--- src/rtl/mem_stage_if.sv ---
// mem_stage_if: ready-handshaked word data-memory bus between the MEM stage and data memory.
interface mem_stage_if;
  logic        req;
  logic        we;
  logic [31:0] addr;
  logic [31:0] wdata;
  logic        ready;
  logic [31:0] rdata;
  modport master(output req, we, addr, wdata, input ready, rdata);
  modport slave(input req, we, addr, wdata, output ready, rdata);
endinterface

--- src/rtl/mem_stage.sv ---
// mem_stage: RV32 MEM stage - branch resolve, word load/store with wait-state freeze, MEM/WB register.
// Optional MEM_TIMEOUT_EN aborts an access stalled TIMEOUT_CYC cycles and sets sticky mem_err.
module mem_stage #(
  parameter int TIMEOUT_CYC = 16,
  parameter int STALL_CNT_W = 16
) (
  input  logic                   clk,
  input  logic                   rst_n,
  input  logic                   exm_valid,
  input  logic [5:0]             exm_ctrl,
  input  logic [100:0]           exm_data,
  mem_stage_if.master            dmem,
  output logic                   mem_stall,
  output logic                   pc_src,
  output logic [31:0]            branch_target,
  output logic                   wb_valid,
  output logic                   wb_reg_write,
  output logic                   wb_mem_to_reg,
  output logic [31:0]            wb_rdata,
  output logic [31:0]            wb_alu_result,
  output logic [4:0]             wb_rd,
  output logic [STALL_CNT_W-1:0] stall_cycles,
  output logic                   mem_err
);
  typedef enum logic {IDLE, WAIT} state_t;
  state_t      state;
  logic        reg_write, mem_to_reg, branch, mem_read, mem_write, alu_zero;
  logic [31:0] alu_result;
  logic [4:0]  rd;
  logic        mem_op, abort, load_done;
  assign {reg_write, mem_to_reg, branch, mem_read, mem_write, alu_zero} = exm_ctrl;
  assign branch_target = exm_data[100:69];
  assign alu_result    = exm_data[68:37];
  assign rd            = exm_data[4:0];
  assign mem_op    = exm_valid & (mem_read | mem_write);
  assign dmem.req   = rst_n & mem_op & ~abort;
  assign dmem.we    = mem_write;
  assign dmem.addr  = alu_result;
  assign dmem.wdata = exm_data[36:5];
  assign mem_stall = dmem.req & ~dmem.ready;
  assign load_done = dmem.req & dmem.ready & ~mem_write;
  assign pc_src    = exm_valid & branch & alu_zero;
`ifdef MEM_TIMEOUT_EN
  localparam logic [7:0] TO = 8'(TIMEOUT_CYC);
  logic [7:0] wait_cnt;
  assign abort = (state == WAIT) && (wait_cnt == TO);
  always_ff @(posedge clk or negedge rst_n)
    if (!rst_n) begin
      wait_cnt <= '0;
      mem_err  <= 1'b0;
    end else begin
      wait_cnt <= mem_stall ? wait_cnt + 8'd1 : 8'd0;
      mem_err  <= mem_err | abort;
    end
`else
  assign abort   = 1'b0;
  assign mem_err = 1'b0;
`endif
  always_ff @(posedge clk or negedge rst_n)
    if (!rst_n) state <= IDLE;
    else state <= (state == IDLE) ? ((mem_op & ~dmem.ready) ? WAIT : IDLE)
                                  : ((dmem.ready | abort) ? IDLE : WAIT);
  always_ff @(posedge clk or negedge rst_n)
    if (!rst_n) stall_cycles <= '0;
    else if (mem_stall && !(&stall_cycles)) stall_cycles <= stall_cycles + STALL_CNT_W'(1);
  // A stalled edge injects a bubble; the held instruction retires on its completing edge.
  always_ff @(posedge clk or negedge rst_n)
    if (!rst_n) begin
      wb_valid      <= 1'b0;
      wb_reg_write  <= 1'b0;
      wb_mem_to_reg <= 1'b0;
      wb_rdata      <= '0;
      wb_alu_result <= '0;
      wb_rd         <= '0;
    end else if (mem_stall) begin
      wb_valid <= 1'b0;
    end else begin
      wb_valid      <= exm_valid;
      wb_reg_write  <= exm_valid & reg_write & ~abort;
      wb_mem_to_reg <= mem_to_reg;
      wb_rdata      <= load_done ? dmem.rdata : 32'd0;
      wb_alu_result <= alu_result;
      wb_rd         <= rd;
    end
endmodule
--- src/flat_wrapper.sv ---
// flat-port wrapper written by rule: the top's interface ports become plain ports
module mem_stage_flat 
#(
  parameter int TIMEOUT_CYC = 16,
  parameter int STALL_CNT_W = 16
)
  (clk, rst_n, exm_valid, exm_ctrl, exm_data, mem_stall, pc_src, branch_target, wb_valid, wb_reg_write, wb_mem_to_reg, wb_rdata, wb_alu_result, wb_rd, stall_cycles, mem_err, dmem_req, dmem_we, dmem_addr, dmem_wdata, dmem_ready, dmem_rdata);
  mem_stage_if dmem_i ();
  input  logic clk;
  input  logic rst_n;
  input  logic exm_valid;
  input  logic [5:0] exm_ctrl;
  input  logic [100:0] exm_data;
  output logic mem_stall;
  output logic pc_src;
  output logic [31:0] branch_target;
  output logic wb_valid;
  output logic wb_reg_write;
  output logic wb_mem_to_reg;
  output logic [31:0] wb_rdata;
  output logic [31:0] wb_alu_result;
  output logic [4:0] wb_rd;
  output logic [STALL_CNT_W-1:0] stall_cycles;
  output logic mem_err;
  output wire logic [$bits(dmem_i.req)-1:0] dmem_req;
  output wire logic [$bits(dmem_i.we)-1:0] dmem_we;
  output wire logic [$bits(dmem_i.addr)-1:0] dmem_addr;
  output wire logic [$bits(dmem_i.wdata)-1:0] dmem_wdata;
  input wire logic [$bits(dmem_i.ready)-1:0] dmem_ready;
  input wire logic [$bits(dmem_i.rdata)-1:0] dmem_rdata;
  assign dmem_req = dmem_i.req;
  assign dmem_we = dmem_i.we;
  assign dmem_addr = dmem_i.addr;
  assign dmem_wdata = dmem_i.wdata;
  assign dmem_i.ready = dmem_ready;
  assign dmem_i.rdata = dmem_rdata;
  mem_stage #(.TIMEOUT_CYC(TIMEOUT_CYC), .STALL_CNT_W(STALL_CNT_W)) u_core (.clk(clk), .rst_n(rst_n), .exm_valid(exm_valid), .exm_ctrl(exm_ctrl), .exm_data(exm_data), .dmem(dmem_i), .mem_stall(mem_stall), .pc_src(pc_src), .branch_target(branch_target), .wb_valid(wb_valid), .wb_reg_write(wb_reg_write), .wb_mem_to_reg(wb_mem_to_reg), .wb_rdata(wb_rdata), .wb_alu_result(wb_alu_result), .wb_rd(wb_rd), .stall_cycles(stall_cycles), .mem_err(mem_err));
endmodule
--- config.mk ---
export PLATFORM = sky130hd
export DESIGN_NAME = mem_stage_flat
export DESIGN_NICKNAME = d
export VERILOG_FILES = /design/src/rtl/mem_stage_if.sv /design/src/rtl/mem_stage.sv /design/src/flat_wrapper.sv
export SDC_FILE = /design/constraint.sdc
export NUM_CORES = 1
export LEC_CHECK = 0
export BUFFER_PORTS_ARGS = -buffer_cell sky130_fd_sc_hd__buf_2
export CAP_MARGIN = 15
export CORE_AREA = 2 2 130 132
export CTS_BUF_LIST = sky130_fd_sc_hd__clkbuf_16
export DETAILED_ROUTE_END_ITERATION = 10
export DIE_AREA = 0 0 132 134
export GPL_ROUTABILITY_DRIVEN = 0
export GPL_TIMING_DRIVEN = 1
export PLACE_DENSITY_LB_ADDON = 0.1
export SETUP_SLACK_MARGIN = 0.3
export SYNTH_ARGS = -nofsm -noshare
export SYNTH_HDL_FRONTEND = slang
export SYNTH_SLANG_ARGS = --single-unit
--- constraint.sdc ---
create_clock -name clk -period 2 [get_ports clk]
set_clock_uncertainty 0.15 [all_clocks]
set_input_delay 0.5 -clock clk [delete_from_list [all_inputs] [get_ports clk]]
set_output_delay 0.5 -clock clk [all_outputs]
set_load 0.01 [all_outputs]
* Word level (Yosys, flattened, before mapping) *
Index checks and enable logic that the tools add are counted.

word-level totals
  bits in registers = 88
  ROM bits = 0
  word-level logic and storage cells = 24
  RAM bits = 0
  memories kept = 0
  input bits = 143
  output and inout port bits = 189
  latch bits = 0

cells by class
  add/subtract/negate cells = 1
  bitwise gates (word level) = 11
  multipliers = 0
  reductions and logical operators = 3
  mux-type cells = 2
  shift operators = 0
  eq/ne operators = 0
  div/mod/pow operators = 0
  $lt $le $gt $ge = 0

operator list
  kind                   count
  $mux 32                1
  $add 16x1->16 const B  1
  $reduce_and 16->1      1
  $and 1x1->1            8
  $not 1->1              2
  $logic_and 1x1->1      1
  $logic_not 1->1        1
  $mux 1                 1
  $or 1x1->1             1

* Logic depth before layout (Yosys ltp) *
  word-level depth = 6
  mapped depth = 6
  depth with buffers taken out = 5

* Worst setup path after synthesis *
OpenSTA, ideal clock, no wires.

  kind = reg-to-reg
  from = register u_core.stall_cycles[0]
  to = register u_core.stall_cycles[1]
  required time = 1.725 ns
  cell stages (with the launch flop) = 7
  period minus slack after synthesis = 1.945 ns
  arrival time = 1.670 ns
  setup time = 0.125 ns
  setup slack = 0.055 ns
  buffers on the path = 1
  cells stage by stage = dfrtp_1 -> ha_1 -> and3_1 -> and4_1 -> buf_4 -> nor3_2 -> mux2_4

on the way
  word-level cells in the longest chain between the ends = 3
  elaborated cells on any way between the ends = 4
  classes of those cells = 1 x add/sub; 3 x reduce/logical

ends and longest elaborated chain
  element                                                line             text
  start, declared                                        mem_stage.sv:22  output logic [STALL_CNT_W-1:0] stall_cycles,
  start signal, assigned                                 mem_stage.sv:65  else if (mem_stall && !(&stall_cycles)) stall_cycles <= stall_cycles + STALL_CNT_W'(1);
  branches (longest 3 deep; another with $add 16x1->16)  n/a

Several ways; the timed one is not identified.
A chain may end at the register's enable or synchronous reset.

* Final worst setup path *
  from = input port exm_ctrl[2]
  to = output port dmem_req

on the way
  word-level cells in the longest chain between the ends = 3

ends and longest elaborated chain
  element          line                text
  start, declared  flat_wrapper.sv:12  input logic [5:0] exm_ctrl;
  $or 1x1->1       mem_stage.sv:35     assign mem_op = exm_valid & (mem_read | mem_write);
  $and 1x1->1      mem_stage.sv:35
  $and 1x1->1      mem_stage.sv:36     assign dmem.req = rst_n & mem_op & ~abort;
  end, declared    flat_wrapper.sv:25  output wire logic [$bits(dmem_i.req)-1:0] dmem_req;

No other way between the ends.

==> metrics.csv <==
stage,metric,value,unit
power,powerDensity,829,nW/µm²
cells_and_area,final_common_cell,buf_2,
timing,tns,0,ps
placed_design,port_buffers,202,
global_routing,grt_first_pass_wirelength,17.0,mm
worst_setup_path,critPathLaunchType,primary input,
flow_run,cap_violations,0,
power,max-vdd-ir-drop,0.380,mV
logic_synthesis,synth_area_leader_cell,dfrtp_1,
detailed_routing,num_vias,2959,
cells_and_area,utilization,33.6,%
logic_synthesis,postSynthAreaPerCell,12.8,µm²
cts,cts_buffers,9,
die,io_pins,332,
detailed_routing,wl_per_cell,16.0,µm
worst_setup_path,reg2reg_slack,320,ps
detailed_routing,viasPerCell,4.29,
cells_and_area,area_delta_synth_final,28.3,%
placed_design,hpwl,7.93,mm
worst_setup_path,cpPeakStageDelay,210,ps
timing,slew_headroom,63.7,%
global_routing,first_global_vias,3029,
cts,clkTransAtPathRegs,60,ps
timing,finalHoldViolations,0,
worst_setup_path,critical_path.endpoint,dmem_req,
worst_setup_path,crit_top_cell,buf_6,
global_routing,grt_use_total,12.5,%
die,coreArea,16300,µm²
cells_and_area,insertedDiodeCount,0,
logic_synthesis,ys_types,33,
worst_setup_path,cp_max_fo,2,
detailed_routing,wirelength,11.1,mm
logic_synthesis,synth.top_cell.area_share,51.6,%
run_status,status,completed,
detailed_routing,drc,0,
detailed_routing,drtIter0Drc,93,
timing,post-route-min-period,1740,ps
worst_setup_path,worstSetupStartpoint,exm_ctrl[2],
die,dieWidth,132,µm
power,power_leakage,2.83,nW
timing,rsz0062_at_grt,true,
worst_setup_path,critPathBufInv,4,
cts,htreeDepth,3,
global_routing,grt_overflow,0,
min_path,hold_class,in2async,
timing,setup_viol,0,
cells_and_area,fin_nets,608,
cts,cts_tree,built,
global_routing,antenna_found_initial,0,
worst_setup_path,critical_path_cell_count,5,
die,rows,47,
worst_setup_path,cp-end-kind,output port,
logic_synthesis,ys_warn_count,0,
cts,cts.root.buffer_cell,clkbuf_16,
cts,cts_num_sinks,88,
worst_setup_path,cp.required,1350,ps
logic_synthesis,syn_area,4270,µm²
timing,period_share,86.9,%
worst_setup_path,rr_startpoint,u_core.stall_cycles[0]$_DFFE_PN0P_,
worst_setup_path,reg2reg_depth,5,
cells_and_area,drive_above_1_share,64.0,%
die,dieHeight,134,µm
timing,fmaxAchievable,575,MHz
detailed_routing,antenna_left,0,
worst_setup_path,crit_chain,buf_6 -> o211ai_4 -> buf_6 -> inv_4 -> buf_6,
cts,clock_latency,340,ps
worst_setup_path,cp_data_arrival_time,1090,ps
worst_setup_path,crit_family,buffers and inverters,
timing,worst_pin_slew,544,ps
detailed_routing,drtPass1Iterations,4,
worst_setup_path,critPathKind,in2out,
cts,clock_path_buffers,2,
die,initial_core_util,26.2,%
logic_synthesis,synthCells,334,
cells_and_area,layout_common_cells,"196 x buf_2, 87 x dfrtp_1, 32 x a22o_1, 25 x mux2_4, 21 x buf_4",
global_routing,grt_max_degree,89,
logic_synthesis,ys_seq_area_share,51.6,%
worst_setup_path,critPathSlowestCell,o211ai_4,
logic_synthesis,synth_area_leaders,"dfrtp_1 52%, buf_4 17%, a22o_1 6.6%, mux2_4 3.9%, mux2_1 3.7%",
logic_synthesis,syn_nets,478,
logic_synthesis,ys_seq_elements,88,
cells_and_area,top_regs,"u_core.wb_alu_result: 32 flops, u_core.wb_rdata: 32 flops, u_core.stall_cycles: 16 flops",
worst_setup_path,timing.rr.end,u_core.stall_cycles[1]$_DFFE_PN0P_,
die,dieArea,17700,µm²
timing,slew_viol_final,0,
[where the power goes]
part	leakage, nW	internal [W]	switching [W]	total, W
registers	1.12	0.00189	0.0000764	0.00197
logic	1.56	0.000406	0.000373	0.000779
clock network	0.152	0.00108	0.000707	0.00179
[worst register-to-register path, stage by stage (launching register included)]
cell     delay [ps]
dfrtp_1         410
ha_4            180
and3_4          170
and4_4          160
nor3_4          170
mux2_4          320
[area by class of cell]
cell class	count	area [µm²]
clock buffer	9	225
clock inverter	7	87.6
fill	1659	10800
inverter	2	10.0
multi-input combinational	134	1370
sequential	88	2200
tap	220	275
timing repair buffer	229	1300
[cell families after synthesis]
logic type               count (synthesis)  synth area share (%)
buffers and inverters                  112                  19.2
other                                    1                0.0878
adder cells (fa/ha/maj)                  1                 0.293
AO/OA/AOI/OAI                           41                  8.35
flip-flops                              88                  51.6
AND/OR/NAND/NOR                         39                  6.53
multiplexers                            39                  11.3
XOR/XNOR                                13                  2.67
[cell usage after synthesis]
| master | n |
|---|---|
| buf_4 | 99 |
| dfrtp_1 | 88 |
| a22o_1 | 32 |
| mux2_1 | 14 |
| mux2_2 | 14 |
| mux2_4 | 11 |
| xnor2_1 | 8 |
| buf_2 | 6 |
| nand2_1 | 6 |
| nand4_1 | 6 |
| and3_1 | 5 |
| xor2_1 | 5 |
| and4_1 | 4 |
| o2111ai_1 | 4 |
| buf_6 | 3 |
| nor3_1 | 3 |
| a21oi_1 | 2 |
| and2_1 | 2 |
| clkbuf_1 | 2 |
| inv_1 | 2 |
| nand3b_1 | 2 |
| nor2_1 | 2 |
| nor2b_1 | 2 |
| nor3b_2 | 2 |
| o21ai_0 | 2 |
| and4_4 | 1 |
| and4b_1 | 1 |
| conb_1 | 1 |
| ha_1 | 1 |
| nor3_2 | 1 |
| nor3b_4 | 1 |
| nor4b_2 | 1 |
| o211ai_4 | 1 |
[layer usage]
metal	part of all wire [%]	routed length (µm)	track usage, %	vias up
met4	3.2	350	7.25	0
li1	-	-	-	1331
met2	44	4910	18.8	178
met3	9.1	1010	4.08	32
met1	43	4780	15.9	1418
met5	0	0	0	-
[timing repair]
action / in CTS / in global routing
setup buffers: 5 / 4
setup endpoints to repair: 8 / 15
hold buffers: 0 / 0
resized for setup: 18 / 9
pin swaps: 4 / 3
[how the worst min path moves through the flow]
stage	slack [ps]	cells past startpoint	startpoint	to
2_1_floorplan	50	0	rst_n	u_core.stall_cycles[0]$_DFFE_PN0P_
3_3_place_gp	330	1	u_core.wb_rd[4]$_DFFE_PN0N_	u_core.wb_rd[4]$_DFFE_PN0N_
3_5_place_dp	340	1	u_core.wb_rdata[14]$_DFFE_PN0N_	u_core.wb_rdata[14]$_DFFE_PN0N_
4_1_cts	100	2	rst_n	u_core.stall_cycles[12]$_DFFE_PN0P_
5_1_grt	120	2	rst_n	u_core.wb_alu_result[21]$_DFFE_PN0N_
6_report	20	2	rst_n	u_core.wb_alu_result[21]$_DFFE_PN0N_
[stage by stage]
step / power [W] / std cells / instance area, µm² / setup slack, ps / hold WS [ps]
after floorplan: 0.00248 / 334 / 4360 / 143 / 54.4
after CTS: 0.00461 / 685 / 5410 / 253 / 97.5
after global placement: 0.00273 / 664 / 5000 / 62.2 / 333
after global routing: 0.00480 / 689 / 5480 / 237 / 116
after detailed placement: 0.00273 / 664 / 5000 / 22.4 / 335
final: 0.00454 / 689 / 5480 / 262 / 18.3
Note: power is estimated with default switching activity, not from simulation.
